### src/rtl/ux607_perips_pkg.sv
// Shared peripheral-subsystem definitions for the register-request path.
// Field widths of the register-request queue and its entry layout.
package ux607_perips_pkg;

  localparam int unsigned REGREQ_IDX_W   = 10;
  localparam int unsigned REGREQ_EXTRA_W = 10;
  localparam int unsigned REGREQ_DATA_W  = 32;
  localparam int unsigned REGREQ_MASK_W  = 4;

  typedef struct packed {
    logic                      read;
    logic [REGREQ_IDX_W-1:0]   index;
    logic [REGREQ_DATA_W-1:0]  data;
    logic [REGREQ_MASK_W-1:0]  mask;
    logic [REGREQ_EXTRA_W-1:0] extra;
  } regreq_t;

  // Width of a requester id; never zero so single-bit storage stays legal.
  function automatic int unsigned owner_id_width(int unsigned n);
    return (n > 1) ? $clog2(n) : 1;
  endfunction

endpackage

### src/rtl/ux607_regreq_arb_if.sv
// Bundle of requester, queue-enqueue and response signals around the arbiter.
// master = requesters/queue/register-block side, slave = arbiter side.
interface ux607_regreq_arb_if
  import ux607_perips_pkg::*;
#(
  parameter int unsigned NREQ    = 2,
  parameter int unsigned IDX_W   = REGREQ_IDX_W,
  parameter int unsigned EXTRA_W = REGREQ_EXTRA_W,
  parameter int unsigned MAX_OUT = 2
);

  localparam int unsigned OutW = $clog2(MAX_OUT) + 1;

  logic [NREQ-1:0]               req_valid;
  logic [NREQ-1:0]               req_ready;
  logic [NREQ-1:0]               req_read;
  logic [NREQ*IDX_W-1:0]         req_index;
  logic [NREQ*REGREQ_DATA_W-1:0] req_data;
  logic [NREQ*REGREQ_MASK_W-1:0] req_mask;

  logic                          out_valid;
  logic                          out_ready;
  logic                          out_read;
  logic [IDX_W-1:0]              out_index;
  logic [REGREQ_DATA_W-1:0]      out_data;
  logic [REGREQ_MASK_W-1:0]      out_mask;
  logic [EXTRA_W-1:0]            out_extra;

  logic                          in_rsp_valid;
  logic                          in_rsp_ready;
  logic [REGREQ_DATA_W-1:0]      in_rsp_data;

  logic [NREQ-1:0]               rsp_valid;
  logic [NREQ-1:0]               rsp_ready;
  logic [REGREQ_DATA_W-1:0]      rsp_data;

  logic [OutW-1:0]               outstanding;
  logic                          err_orphan;

  modport master (
    output req_valid, req_read, req_index, req_data, req_mask,
    output out_ready,
    output in_rsp_valid, in_rsp_data,
    output rsp_ready,
    input  req_ready,
    input  out_valid, out_read, out_index, out_data, out_mask, out_extra,
    input  in_rsp_ready,
    input  rsp_valid, rsp_data,
    input  outstanding, err_orphan
  );

  modport slave (
    input  req_valid, req_read, req_index, req_data, req_mask,
    input  out_ready,
    input  in_rsp_valid, in_rsp_data,
    input  rsp_ready,
    output req_ready,
    output out_valid, out_read, out_index, out_data, out_mask, out_extra,
    output in_rsp_ready,
    output rsp_valid, rsp_data,
    output outstanding, err_orphan
  );

endinterface

### src/rtl/ux607_arb_owner_fifo.sv
// In-order FIFO of requester ids for requests outstanding at the register block.
// Push is ignored when full and pop when empty; simultaneous push/pop keeps the count.
module ux607_arb_owner_fifo #(
  parameter int unsigned Depth = 2,
  parameter int unsigned Width = 1,
  localparam int unsigned CntW = $clog2(Depth) + 1
) (
  input  logic             clock,
  input  logic             reset_n,
  input  logic             push,
  input  logic [Width-1:0] push_data,
  input  logic             pop,
  output logic [Width-1:0] head,
  output logic             full,
  output logic             empty,
  output logic [CntW-1:0]  count
);

  localparam int unsigned PtrW = (Depth > 1) ? $clog2(Depth) : 1;

  logic [Width-1:0] mem_q [Depth];
  logic [PtrW-1:0]  wr_ptr_q, wr_ptr_d;
  logic [PtrW-1:0]  rd_ptr_q, rd_ptr_d;
  logic [CntW-1:0]  count_q, count_d;
  logic             do_push, do_pop;

  assign full    = (count_q == CntW'(Depth));
  assign empty   = (count_q == '0);
  assign count   = count_q;
  assign head    = mem_q[rd_ptr_q];
  assign do_push = push & ~full;
  assign do_pop  = pop & ~empty;

  always_comb begin
    wr_ptr_d = wr_ptr_q;
    rd_ptr_d = rd_ptr_q;
    count_d  = count_q;
    if (do_push) begin
      wr_ptr_d = (wr_ptr_q == PtrW'(Depth - 1)) ? '0 : wr_ptr_q + 1'b1;
    end
    if (do_pop) begin
      rd_ptr_d = (rd_ptr_q == PtrW'(Depth - 1)) ? '0 : rd_ptr_q + 1'b1;
    end
    unique case ({do_push, do_pop})
      2'b10:   count_d = count_q + 1'b1;
      2'b01:   count_d = count_q - 1'b1;
      default: count_d = count_q;
    endcase
  end

  always_ff @(posedge clock or negedge reset_n) begin
    if (!reset_n) begin
      wr_ptr_q <= '0;
      rd_ptr_q <= '0;
      count_q  <= '0;
      for (int i = 0; i < int'(Depth); i++) begin
        mem_q[i] <= '0;
      end
    end else begin
      wr_ptr_q <= wr_ptr_d;
      rd_ptr_q <= rd_ptr_d;
      count_q  <= count_d;
      if (do_push) begin
        mem_q[wr_ptr_q] <= push_data;
      end
    end
  end

endmodule

### src/rtl/ux607_regreq_arb.sv
// Round-robin arbiter feeding the single register-request queue from NREQ requesters,
// with in-order routing of read responses back to the requester that issued them.
module ux607_regreq_arb
  import ux607_perips_pkg::*;
#(
  parameter int unsigned NREQ    = 2,
  parameter int unsigned IDX_W   = REGREQ_IDX_W,
  parameter int unsigned EXTRA_W = REGREQ_EXTRA_W,
  parameter int unsigned MAX_OUT = 2
) (
  input  logic                   clock,
  input  logic                   reset_n,
  ux607_regreq_arb_if.slave      bus
);

  localparam int unsigned IdW  = owner_id_width(NREQ);
  localparam int unsigned OutW = $clog2(MAX_OUT) + 1;

  logic [IdW-1:0]  ptr_q, ptr_d;
  logic [IdW-1:0]  winner;
  logic [IdW-1:0]  head_id;
  logic            any_valid;
  logic            grant_en;
  logic            accept;
  logic            pop;
  logic            fifo_full;
  logic            fifo_empty;
  logic [OutW-1:0] fifo_count;
  logic            err_orphan_q, err_orphan_d;

  // Search starts at ptr_q and wraps; first requester found wins.
  always_comb begin
    int unsigned k;
    k         = 0;
    winner    = '0;
    any_valid = 1'b0;
    for (int unsigned i = 0; i < NREQ; i++) begin
      k = (32'(ptr_q) + i) % NREQ;
      if (!any_valid && bus.req_valid[k]) begin
        winner    = k[IdW-1:0];
        any_valid = 1'b1;
      end
    end
  end

  // A full owner FIFO stalls grants; the pop-side never feeds back into this path.
  assign grant_en      = ~fifo_full;
  assign bus.out_valid = grant_en & any_valid;
  assign accept        = bus.out_valid & bus.out_ready;

  always_comb begin
    bus.req_ready         = '0;
    bus.req_ready[winner] = grant_en & bus.out_ready;
  end

  assign bus.out_read  = bus.req_read[winner];
  assign bus.out_index = bus.req_index[winner*IDX_W +: IDX_W];
  assign bus.out_data  = bus.req_data[winner*REGREQ_DATA_W +: REGREQ_DATA_W];
  assign bus.out_mask  = bus.req_mask[winner*REGREQ_MASK_W +: REGREQ_MASK_W];
  assign bus.out_extra = EXTRA_W'(winner);

  always_comb begin
    ptr_d = ptr_q;
    if (accept) begin
      ptr_d = (winner == IdW'(NREQ - 1)) ? '0 : winner + 1'b1;
    end
  end

  // Responses go to the FIFO head; with nothing outstanding they are swallowed.
  always_comb begin
    bus.rsp_valid = '0;
    if (!fifo_empty) begin
      bus.rsp_valid[head_id] = bus.in_rsp_valid;
    end
  end

  assign bus.in_rsp_ready = fifo_empty ? 1'b1 : bus.rsp_ready[head_id];
  assign pop              = ~fifo_empty & bus.in_rsp_valid & bus.rsp_ready[head_id];
  assign bus.rsp_data     = bus.in_rsp_data;
  assign err_orphan_d     = err_orphan_q | (fifo_empty & bus.in_rsp_valid);
  assign bus.outstanding  = fifo_count;
  assign bus.err_orphan   = err_orphan_q;

  ux607_arb_owner_fifo #(
    .Depth (MAX_OUT),
    .Width (IdW)
  ) u_owner_fifo (
    .clock     (clock),
    .reset_n   (reset_n),
    .push      (accept),
    .push_data (winner),
    .pop       (pop),
    .head      (head_id),
    .full      (fifo_full),
    .empty     (fifo_empty),
    .count     (fifo_count)
  );

  always_ff @(posedge clock or negedge reset_n) begin
    if (!reset_n) begin
      ptr_q        <= '0;
      err_orphan_q <= 1'b0;
    end else begin
      ptr_q        <= ptr_d;
      err_orphan_q <= err_orphan_d;
    end
  end

endmodule

### src/flat_wrapper.sv
// flat-port wrapper written by rule: the top's interface ports become plain ports
module ux607_regreq_arb_flat import ux607_perips_pkg::*;
#(
  parameter int unsigned NREQ    = 2,
  parameter int unsigned IDX_W   = REGREQ_IDX_W,
  parameter int unsigned EXTRA_W = REGREQ_EXTRA_W,
  parameter int unsigned MAX_OUT = 2
)
  (clock, reset_n, bus_req_valid, bus_req_read, bus_req_index, bus_req_data, bus_req_mask, bus_out_ready, bus_in_rsp_valid, bus_in_rsp_data, bus_rsp_ready, bus_req_ready, bus_out_valid, bus_out_read, bus_out_index, bus_out_data, bus_out_mask, bus_out_extra, bus_in_rsp_ready, bus_rsp_valid, bus_rsp_data, bus_outstanding, bus_err_orphan);
  ux607_regreq_arb_if #(.NREQ(NREQ), .IDX_W(IDX_W), .EXTRA_W(EXTRA_W), .MAX_OUT(MAX_OUT)) bus_i ();
  input  logic clock;
  input  logic reset_n;
  input wire logic [$bits(bus_i.req_valid)-1:0] bus_req_valid;
  input wire logic [$bits(bus_i.req_read)-1:0] bus_req_read;
  input wire logic [$bits(bus_i.req_index)-1:0] bus_req_index;
  input wire logic [$bits(bus_i.req_data)-1:0] bus_req_data;
  input wire logic [$bits(bus_i.req_mask)-1:0] bus_req_mask;
  input wire logic [$bits(bus_i.out_ready)-1:0] bus_out_ready;
  input wire logic [$bits(bus_i.in_rsp_valid)-1:0] bus_in_rsp_valid;
  input wire logic [$bits(bus_i.in_rsp_data)-1:0] bus_in_rsp_data;
  input wire logic [$bits(bus_i.rsp_ready)-1:0] bus_rsp_ready;
  output wire logic [$bits(bus_i.req_ready)-1:0] bus_req_ready;
  output wire logic [$bits(bus_i.out_valid)-1:0] bus_out_valid;
  output wire logic [$bits(bus_i.out_read)-1:0] bus_out_read;
  output wire logic [$bits(bus_i.out_index)-1:0] bus_out_index;
  output wire logic [$bits(bus_i.out_data)-1:0] bus_out_data;
  output wire logic [$bits(bus_i.out_mask)-1:0] bus_out_mask;
  output wire logic [$bits(bus_i.out_extra)-1:0] bus_out_extra;
  output wire logic [$bits(bus_i.in_rsp_ready)-1:0] bus_in_rsp_ready;
  output wire logic [$bits(bus_i.rsp_valid)-1:0] bus_rsp_valid;
  output wire logic [$bits(bus_i.rsp_data)-1:0] bus_rsp_data;
  output wire logic [$bits(bus_i.outstanding)-1:0] bus_outstanding;
  output wire logic [$bits(bus_i.err_orphan)-1:0] bus_err_orphan;
  assign bus_i.req_valid = bus_req_valid;
  assign bus_i.req_read = bus_req_read;
  assign bus_i.req_index = bus_req_index;
  assign bus_i.req_data = bus_req_data;
  assign bus_i.req_mask = bus_req_mask;
  assign bus_i.out_ready = bus_out_ready;
  assign bus_i.in_rsp_valid = bus_in_rsp_valid;
  assign bus_i.in_rsp_data = bus_in_rsp_data;
  assign bus_i.rsp_ready = bus_rsp_ready;
  assign bus_req_ready = bus_i.req_ready;
  assign bus_out_valid = bus_i.out_valid;
  assign bus_out_read = bus_i.out_read;
  assign bus_out_index = bus_i.out_index;
  assign bus_out_data = bus_i.out_data;
  assign bus_out_mask = bus_i.out_mask;
  assign bus_out_extra = bus_i.out_extra;
  assign bus_in_rsp_ready = bus_i.in_rsp_ready;
  assign bus_rsp_valid = bus_i.rsp_valid;
  assign bus_rsp_data = bus_i.rsp_data;
  assign bus_outstanding = bus_i.outstanding;
  assign bus_err_orphan = bus_i.err_orphan;
  ux607_regreq_arb #(.NREQ(NREQ), .IDX_W(IDX_W), .EXTRA_W(EXTRA_W), .MAX_OUT(MAX_OUT)) u_core (.clock(clock), .reset_n(reset_n), .bus(bus_i));
endmodule
### config.mk
export PLATFORM = sky130hd
export DESIGN_NAME = ux607_regreq_arb_flat
export DESIGN_NICKNAME = d
export VERILOG_FILES = /design/src/rtl/ux607_perips_pkg.sv /design/src/rtl/ux607_regreq_arb_if.sv /design/src/rtl/ux607_arb_owner_fifo.sv /design/src/rtl/ux607_regreq_arb.sv /design/src/flat_wrapper.sv
export SDC_FILE = /design/constraint.sdc
export NUM_CORES = 1
export LEC_CHECK = 0
export CORE_AREA = 2 2 91 93
export DETAILED_ROUTE_END_ITERATION = 16
export DIE_AREA = 0 0 93 95
export PLACE_DENSITY = 0.66
export SLEW_MARGIN = 5
export SYNTH_ARGS = -nofsm -noshare
export SYNTH_HDL_FRONTEND = slang
export SYNTH_SLANG_ARGS = --single-unit
### constraint.sdc
create_clock -name clock -period 2.05 [get_ports clock]
set_input_delay 0.41 -clock clock [delete_from_list [all_inputs] [get_ports clock]]
set_output_delay 0.41 -clock clock [all_outputs]
set_load 0.005 [all_outputs]
* Yosys cells after proc, flatten, opt, wreduce, memory -nomap -nowiden
Cells that the tools add are included.
** Operators by class
- Add/sub/neg operators :: 6
- Multiply operators :: 1
- Divide/modulo/power cells :: 0
- Magnitude comparators :: 9
- Equal/unequal tests :: 3
- Shift-type cells :: 3
- Muxes and demuxes :: 28
- Bitwise gates (word level) :: 15
- Reductions and logical operators :: 7
** Operators by type and width (number)
- $shiftx A64 B7 Y32 :: 1
- $mux W1 :: 22
- $shiftx A20 B6 Y10 :: 1
- $and A1 B1 Y1 :: 8
- $lt A1 B2 Y1 const B :: 4
- $shiftx A8 B4 Y4 :: 1
- $add A1 B1 Y1 const B :: 4
- $and A2 B2 Y2 :: 2
- $eq A2 B2 Y1 const B :: 2
- $ge A2 B2 Y1 const B :: 2
- $logic_and A1 B1 Y1 :: 4
- $mul A1 B3 Y4 const B :: 1
- $not A1 Y2 :: 2
- $pmux W2 S2 :: 1
- $demux W1 S1 :: 3
- $add A2 B1 Y2 const B :: 1
- $bwmux W2 :: 1
- $eq A2 B1 Y1 const B :: 1
- $ge A1 B1 Y1 const B :: 2
- $logic_not A2 Y1 :: 1
- $lt A2 B1 Y1 const B :: 1
- $mux W2 :: 1
- $not A1 Y1 :: 2
- $reduce_bool A2 Y1 :: 1
- other kinds (3) :: 3
** Word-level totals
- Flip-flop bits (word level) :: 8
- Bits in latches :: 0
- Bits in writable memories :: 0
- Memory bits (read-only) :: 0
- Output and inout port bits :: 98
- Logic and storage cells :: 79
- Memories kept :: 0

* Logic depth before layout (Yosys ltp)
Gate-level depths: netlist (run 1).
- Depth after elaboration :: 11
- Gate-level depth with buffers :: 8
- Gate-level depth less buffers :: 6

* Cells and area by module
A second synthesis (run 1) with hierarchy kept.
** Unflattened totals
- Cell total of the unflattened synthesis :: 140
- Area total of the unflattened synthesis :: 1356.3 µm²
** By module, submodules not included
- ux607_regreq_arb :: times used 1, cells each 117, area each 1073.5 µm²
- ux607_arb_owner_fifo :: times used 1, cells each 23, area each 282.8 µm²

* Worst setup path before layout (run 1)
No wires, ideal clock.
- Path kind :: register -> register
- Start point :: register u_core.u_owner_fifo.rd_ptr_q
- End point :: register u_core.u_owner_fifo.count_q[1], in the netlist u_core.u_owner_fifo.count[1]
- Library setup time :: 79 ps
- Arrival time :: 1530 ps
- Data required time :: 1971 ps
- Setup slack :: 440 ps
- Cell stages (with the launch flop) :: 6
- Buffers on the path :: 0
- Path through :: dfrtp_1 mux2i_1 mux2i_1 ha_1 nor2_1 xor2_1
** On the way
- Word-level cells in the longest chain between the ends :: 10
** Ends and longest elaborated chain
- start: declaration :: line ux607_arb_owner_fifo.sv:23 : logic [PtrW-1:0] rd_ptr_q, rd_ptr_d;
- start signal: assignment :: line ux607_arb_owner_fifo.sv:61 : rd_ptr_q <= rd_ptr_d;
- $not A1 Y2 (not written as such) (*) :: line ux607_arb_owner_fifo.sv:30 : assign head = mem_q[rd_ptr_q];
- $mux W1 (not written as such) (*) (3 in a row) :: line ux607_arb_owner_fifo.sv:30
- $mux W1 (not written as such) (*) (2 in a row) :: line ux607_regreq_arb.sv:78 : assign pop = ~fifo_empty & bus.in_rsp_valid & bus.rsp_ready[head_id];
- $and A1 B1 Y1 (*) :: line ux607_regreq_arb.sv:78
- $and A1 B1 Y1 (*) :: line ux607_arb_owner_fifo.sv:32 : assign do_pop = pop & ~empty;
- net u_core.u_owner_fifo.do_pop :: line ux607_arb_owner_fifo.sv:25 : logic do_push, do_pop;
- $eq A2 B1 Y1 or $eq A2 B2 Y1 (tied branches) :: line ux607_arb_owner_fifo.sv:44 : unique case ({do_push, do_pop})
- $pmux W2 S2 or $reduce_bool A2 Y1 (tied branches)
- end signal: assignment :: line ux607_arb_owner_fifo.sv:62 : count_q <= count_d;
- end: declaration :: line ux607_arb_owner_fifo.sv:24 : logic [CntW-1:0] count_q, count_d;
The timed path passes the listed nets; every way through them passes the cells marked *. The select of a mux whose other input is x is not followed.
A chain may end at the register's enable or synchronous reset.

* Worst setup path after layout (run 1)
- Start point :: register u_core.ptr_q
- End point :: output port bus_out_data[26]
** On the way
- Word-level cells in the longest chain between the ends :: 7
** Ends and longest elaborated chain
- start: declaration :: line ux607_regreq_arb.sv:19 : logic [IdW-1:0] ptr_q, ptr_d;
- start signal: assignment :: line ux607_regreq_arb.sv:104 : ptr_q <= ptr_d;
- $mux W1 (not written as such) (2 in a row) :: line ux607_regreq_arb.sv:39 : if (!any_valid && bus.req_valid[k]) begin
- $mux W1 :: line ux607_regreq_arb.sv:39
- $logic_not A1 Y1 :: line ux607_regreq_arb.sv:39
- $logic_and A1 B1 Y1 :: line ux607_regreq_arb.sv:39
- $mux W1 (*) :: line ux607_regreq_arb.sv:39
- $shiftx A64 B7 Y32 (*) :: line ux607_regreq_arb.sv:58 : assign bus.out_data = bus.req_data[winner*REGREQ_DATA_W +: REGREQ_DATA_W];
- end: declaration :: line flat_wrapper.sv:26 : output wire logic [$bits(bus_i.out_data)-1:0] bus_out_data;
Mark *: on every way between the ends. The rest lies on a longest branch, timed or not. The select of a mux whose other input is x is not followed.

==> results.cfg, run 1 <==
[route]
detail_route.drc_violations = 0
dr.first_iter.drc_count = 20
finalWirelength_mm = 5.82
avgViaCountPerCell = 3.99
drt-pass1-iter-count = 3
ant_nets = 0
wl_per_cell_um = 14.8
vias = 1571

[clocking]
tritoncts = built
ctsHoldBuffers = 0
cts.root.buffer_cell = clkbuf_8
numCtsBuffers = 3
clock_sinks = 8
htree_levels = 1
clockBufferDepth = 2
clkTransAtPathRegs_ns = 0.04
clk_latency_ns = 0.22

[critical_path]
crit_path_start_kind = flop
required_ns = 1.64
critPathMaxFanout = 5
crit_type = flop to output port
end_kind = output port
reg2reg_slack_ns = 0.40
arrival_ns = 1.70

[place]
gp_congestion = 0.710
port_buffers = 158
dpl.hpwl_mm = 4.17
place_area_um2 = 2870

[run_status]
status = complete, but fails checks
violations = setup timing

[timing]
fin_worst_skew_ns = 0.00583
hold_ws_ns = 0.459
final-setup-viol-count = 13
finalHoldViolations = 0
drv_slew = 0
rsz0062_at_grt = yes
tns_ns = -0.246
timing.fmax_mhz = 475
finalCriticalPeriod_ns = 2.11
setup_slack_ns = -0.0551
fin_crit_sh_pct = 103

[floorplan]
fp-row-count = 33
die_w_um = 93
num_io_pins = 232
initial_core_util_pct = 17.7
fp.dieH_um = 95
coreArea_um2 = 7930
dieArea_um2 = 8840

[layout]
drive_above_1_share_pct = 42.9
nets = 426
synthToLayoutAreaGrowth_pct = 128
layout_common_cells = 103 x clkdlybuf4s50_1, 31 x mux2_4, 20 x buf_6, 19 x clkbuf_2, 18 x mux2_2
num_antenna_cells = 0
final_common_cell = clkdlybuf4s50_1
final_cell_area_um2 = 3200

[synth]
synth_xor_area_share_pct = 3.13
syn_area_per_cell_um2 = 10.2
syn_inst = 138
yosysWarnings = 0
synthMuxAreaShare_pct = 43.9
seq_area_frac_synth_pct = 14.3
syn_area_um2 = 1400
synth_cell_types = 26
synthSimpleGateAreaFrac_pct = 2.59
yosys.area_share.adder_pct = 0.893
synth_compound_area_share_pct = 6.87
synth_seq_cells = 8
synth_top_family_by_area = multiplexers

[pwr]
ir_drop_v = 0.000234
p_leak_nw = 1.49
cellPowerDensity_nw_per_um2 = 631

[grt]
antenna_found_initial = 0
grt_usage_pct = 10.7
first_global_vias = 1502
grt.overflow.total = 0
grt_pass1_wl_mm = 7.42
grt_max_degree = 11

[flow_run]
drv_cap = 0

[worst_hold_path]
hp-class = input pin to async pin
## cell type report
type | instances | area (µm²)
fill | 772 | 4730
tap | 105 | 131
timing repair buffer | 189 | 1900
clock buffer | 3 | 41.3
inverter | 3 | 11.3
sequential | 8 | 200
multi-input combinational | 86 | 921
## Yosys cell counts (all sizes together)
cell | n | area, µm²
mux2 | 49 | 586
buf | 48 | 377
dfrtp | 8 | 200
inv | 3 | 11.3
mux2i | 3 | 30.0
nor2 | 3 | 11.3
o211ai | 3 | 22.5
o21ai | 3 | 26.3
xnor2 | 3 | 26.3
and3 | 2 | 12.5
o2111ai | 2 | 17.5
xor2 | 2 | 17.5
a21o | 1 | 7.51
a31oi | 1 | 6.26
a41oi | 1 | 8.76
clkbuf | 1 | 5.00
conb | 1 | 3.75
ha | 1 | 12.5
nand2b | 1 | 6.26
nor2b | 1 | 6.26
o21a | 1 | 7.51
## per-layer routing
metal | vias up | global-route usage [%] | wire, µm
li1 | 738 | - | -
met3 | 14 | 3.11 | 611
met2 | 91 | 17.8 | 2790
met5 | - | 0 | 0
met1 | 728 | 13.1 | 2330
met4 | 0 | 4.17 | 81
## critical path, stage by stage (launching register included)
cell and delay, ns:
dfrtp_1 0.40, o21ai_4 0.18, buf_12 0.14, buf_12 0.13, buf_16 0.12, buf_6 0.09
mux2_4 0.29, buf_6 0.11
## sequential cells by signal (all words and copies together) (netlist names)
| register | flops |
|---|---|
| u_core.u_owner_fifo.mem_q | 2 |
| u_core.bus.err_orphan | 1 |
| u_core.u_owner_fifo.rd_ptr_q | 1 |
| u_core.u_owner_fifo.count | 2 |
| u_core.ptr_q | 1 |
| u_core.u_owner_fifo.wr_ptr_q | 1 |
## worst paths after layout
path                                                                from                                       end  depth (start not counted)
worst max-delay path                            u_core.ptr_q$_DFFE_PN0N_                          bus_out_data[26]                          7
worst min-delay path                                             reset_n           u_core.bus.err_orphan$_DFF_PN0_                          1
worst max register to register  u_core.u_owner_fifo.rd_ptr_q$_DFFE_PN0P_  u_core.u_owner_fifo.count[1]$_DFFE_PN0P_                          7
worst min register to register           u_core.bus.err_orphan$_DFF_PN0_           u_core.bus.err_orphan$_DFF_PN0_                          1
max in group asynchronous                                        reset_n                  u_core.ptr_q$_DFFE_PN0N_                          1
min in group clock                       u_core.bus.err_orphan$_DFF_PN0_           u_core.bus.err_orphan$_DFF_PN0_                          1
## power by group
| group | switching [mW] | internal (mW) |
|---|---|---|
| Sequential | 0.0463 | 0.233 |
| Clock | 0.0566 | 0.127 |
| Combinational | 0.520 | 1.04 |
## metrics by stage
stage               total power, mW  util [%]  std cells  worst slack [ns]
finish                         2.02      40.4        394           -0.0551
global route                   2.17      40.4        394            -0.117
global placement               1.59      36.2        373            -0.578
CTS                            1.91      38.7        387            -0.113
detailed placement             1.60      36.2        373            -0.601
floorplan                     0.949         -        146             0.440
## kinds of logic (layout without fill, tap and decap cells)
| family | after synthesis | count (layout) |
|---|---|---|
| buf+inv | 52 | 195 |
| xor+xnor | 5 | 5 |
| simple gates | 7 | 7 |
| compound gates | 12 | 12 |
| other cells | 1 | 9 |
| flops | 8 | 8 |
| fa+ha+maj | 1 | 1 |
| mux | 52 | 52 |
## timing repair
item | in CTS | in global routing
cloned | 4 | 2
gates resized for setup | 142 | 68
pin swaps | 1 | 2
setup buffers | 7 | 6
setup endpoints to repair | 53 | 48
(Power assumes the default switching activity.)
==> run 2, diff against run 1 <==
--- a/config.mk
+++ b/config.mk
@@ -5,11 +5,12 @@
 export SDC_FILE = /design/constraint.sdc
 export NUM_CORES = 1
 export LEC_CHECK = 0
-export CORE_AREA = 2 2 91 93
+export CORE_AREA = 2 2 89 91
 export DETAILED_ROUTE_END_ITERATION = 16
-export DIE_AREA = 0 0 93 95
-export PLACE_DENSITY = 0.66
+export DIE_AREA = 0 0 91 93
+export PLACE_DENSITY = 0.68
 export SLEW_MARGIN = 5
 export SYNTH_ARGS = -nofsm -noshare
 export SYNTH_HDL_FRONTEND = slang
+export SYNTH_HIERARCHICAL = 1
 export SYNTH_SLANG_ARGS = --single-unit
==> run 2 against run 1 <==
  * The run still ends with setup timing left
  * Register-to-register slack got worse by 0.16 ns
  * Flip-flop and latch count stayed put
  * Worst hold slack got worse by 0.0079 ns
  * Sequential power rose by 7.9%
  * Combinational power down 12%
  * Die area fell by 4.2%
  * Global-route usage increased by 2.0 points
  * Critical path type unchanged
==> results.cfg, run 2 <==
[pwr]
switching_share_pct = 31.5
cellPowerDensity_nw_per_um2 = 626
comb_power_share_pct = 73.6
power_frac_seq_pct = 16.1
netSwitchingPower_mw = 0.587
ir_drop_v = 0.000277
p_leak_nw = 1.37
p_int_mw = 1.28
clkPwrFrac_pct = 10.3

[layout]
final_common_cell = clkdlybuf4s50_1
finalNonFillerCells = 385
synthToLayoutAreaGrowth_pct = 120
layout_common_cells = 103 x clkdlybuf4s50_1, 36 x mux2_2, 28 x clkbuf_2, 13 x clkdlybuf4s15_1, 13 x mux2_4
drive_above_1_share_pct = 40.3
final_cell_area_um2 = 2980
nets = 420
num_antenna_cells = 0

[route]
wl_met1_mm = 2.27
avgViaCountPerCell = 3.94
met3_length_um = 711
wl_per_cell_um = 15.1
met2_length_mm = 2.73
detail_route.drc_violations = 0
drt-pass1-iter-count = 3
vias = 1516
dr.first_iter.drc_count = 30
highest_layer = met4
ant_nets = 0
finalWirelength_mm = 5.83

[clocking]
numCtsBuffers = 3
clkTransAtPathRegs_ns = 0.04
clock_sinks = 8
ctsHoldBuffers = 0
tritoncts = built
cts.root.buffer_cell = clkbuf_8
clk_latency_ns = 0.23
htree_levels = 1
clockBufferDepth = 2

[critical_path]
required_ns = 1.64
crit_slowest_cell = dfrtp_1
r2r-end = u_core/u_owner_fifo/count[1]$_DFFE_PN0P_
cp-startpoint = u_core/ptr_q$_DFFE_PN0P_
crit_path_start_kind = flop
critPathMaxFanout = 5
reg2reg_slack_ns = 0.24
crit_type = flop to output port
path_delay_family = buffers and inverters
reg2reg_from = u_core/u_owner_fifo/count[0]$_DFFE_PN0P_
slowest_delay_ns = 0.37
crit_chain = nand2b_4, nand2_8, buf_8, buf_16, buf_12, mux2_2, buf_2
arrival_ns = 1.68
end_kind = output port
rr_worst_depth = 9
cp.buffers_inverters = 4

[grt]
grt_pass1_wl_mm = 8.39
first_global_vias = 1592
grt.overflow.total = 0
antenna_found_initial = 0
grt_usage_pct = 12.7
grt_max_degree = 13

[synth]
syn_area_per_cell_um2 = 9.69
syn_area_um2 = 1360
synth_top_area_share_pct = 34.0
seq_area_frac_synth_pct = 14.8
syn_inst = 140
synth_seq_cells = 8
synth_commonest_cells = 42 x buf_4, 41 x mux2_2, 10 x nor2_1, 8 x dfrtp_1, 8 x mux2_4
async_reset_ff_share_pct = 100
yosysWarnings = 6
synth_cell_types = 24
synthTopCellsByArea = mux2_2 34%, buf_4 23%, dfrtp_1 15%
synth_ff_type = dfrtp_1
synth_largest_area_cell = mux2_2
yosysMostFrequentCell = buf_4
synth-edff-count = 0

[timing]
finalHoldViolations = 0
finalCriticalPeriod_ns = 2.09
tns_ns = -0.107
timing.fmax_mhz = 478
hold_ws_ns = 0.451
drv_slew = 0
fin_worst_skew_ns = 0.00217
setup_slack_ns = -0.0440
final-setup-viol-count = 4
rsz0062_at_grt = yes
fin_crit_sh_pct = 102

[floorplan]
num_io_pins = 232
fp-row-count = 32
die_w_um = 91
fp.dieH_um = 93
dieArea_um2 = 8460
coreArea_um2 = 7530
initial_core_util_pct = 18.0

[flow_run]
drv_cap = 0

[place]
port_buffers = 158
dp_cells = 366
dp_slack_ns = -0.531
place_area_um2 = 2810
gp_congestion = 0.732
dpl.hpwl_mm = 4.51

[run_status]
violations = setup timing
status = complete, but fails checks

[worst_hold_path]
min_to = u_core/bus.err_orphan$_DFF_PN0_
hp-class = flop to flop
min_from = u_core/bus.err_orphan$_DFF_PN0_
min_path_cells = 1
==> run 2: cell count changes in the layout (fill, tap and decap cells not counted), sizes merged, moves of 2 or more <==
cell / before / now
and3: 2 / 0
buf: 47 / 28
clkbuf: 24 / 32
mux2i: 3 / 1
nand2: 0 / 2
nand2b: 1 / 5
nor2: 3 / 10
o2111ai: 2 / 0
o211ai: 3 / 0
==> run 2: cells by family after synthesis <==
kind of cell | Yosys count | synth area share, %
AOI/OAI and AO/OA | 3 | 1.29
xor gates and xnor gates | 5 | 3.23
DFF | 8 | 14.8
other | 1 | 0.276
and+or+nand+nor | 20 | 7.93
adders and majority gates | 1 | 0.922
muxes | 51 | 44.5
buffers and inverters | 51 | 27.1
==> run 2: area by class of cell <==
| cell class | count | area [µm²] |
|---|---|---|
| inverters | 4 | 15.0 |
| well taps | 102 | 128 |
| repair buffers | 179 | 1740 |
| clock buffers | 3 | 41.3 |
| flip-flops and latches | 8 | 201 |
| multi-input cells | 89 | 858 |
| fillers | 772 | 4550 |
==> run 2: metrics by stage <==
stage | utilization [%] | power (mW)
after floorplan | - | 0.900
after global placement | 37.3 | 1.52
after detailed placement | 37.3 | 1.53
after CTS | 39.8 | 1.84
after global routing | 39.6 | 1.99
final | 39.6 | 1.86
==> run 2: power by group through the flow <==
stage                     logic, mW  registers (mW)  clock network [mW]
after global placement         1.22           0.293                   0
final                          1.37           0.301               0.191
after detailed placement       1.24           0.294                   0
after floorplan               0.617           0.283                   0
after CTS                      1.35           0.293               0.198
after global routing           1.48           0.310               0.205
==> run 2: worst register-to-register path, stage by stage (launching register included) <==
cell	delay [ns]
dfrtp_2	0.40
nand2b_4	0.16
inv_1	0.06
nand2b_2	0.21
nor2_1	0.19
nand2_1	0.10
ha_1	0.21
xnor2_1	0.16
nor2_1	0.07
xor2_1	0.14
==> run 2: per-layer routing <==
metal,global-route usage [%],vias up
met5,0,-
met4,3.91,0
met3,4.51,12
met2,21.6,128
met1,14.9,668
li1,-,708
==> run 2: what timing repair did <==
item | CTS | global route
cloned | 4 | 1
setup endpoints to repair | 52 | 46
buffers inserted | 6 | 8
gates resized for setup | 97 | 69
pin swaps | 1 | 1
==> run 2: worst max-delay path by stage <==
stage,slack [ns],depth (start not counted),endpoint
after detailed placement,-0.53,6,bus_out_index[9]
after CTS,-0.13,6,bus_req_ready[1]
after floorplan,0.33,7,u_core/u_owner_fifo/count[1]$_DFFE_PN0P_
after global placement,-0.51,6,bus_out_index[9]
final,-0.04,7,bus_out_mask[1]
after global routing,-0.10,7,bus_out_data[15]
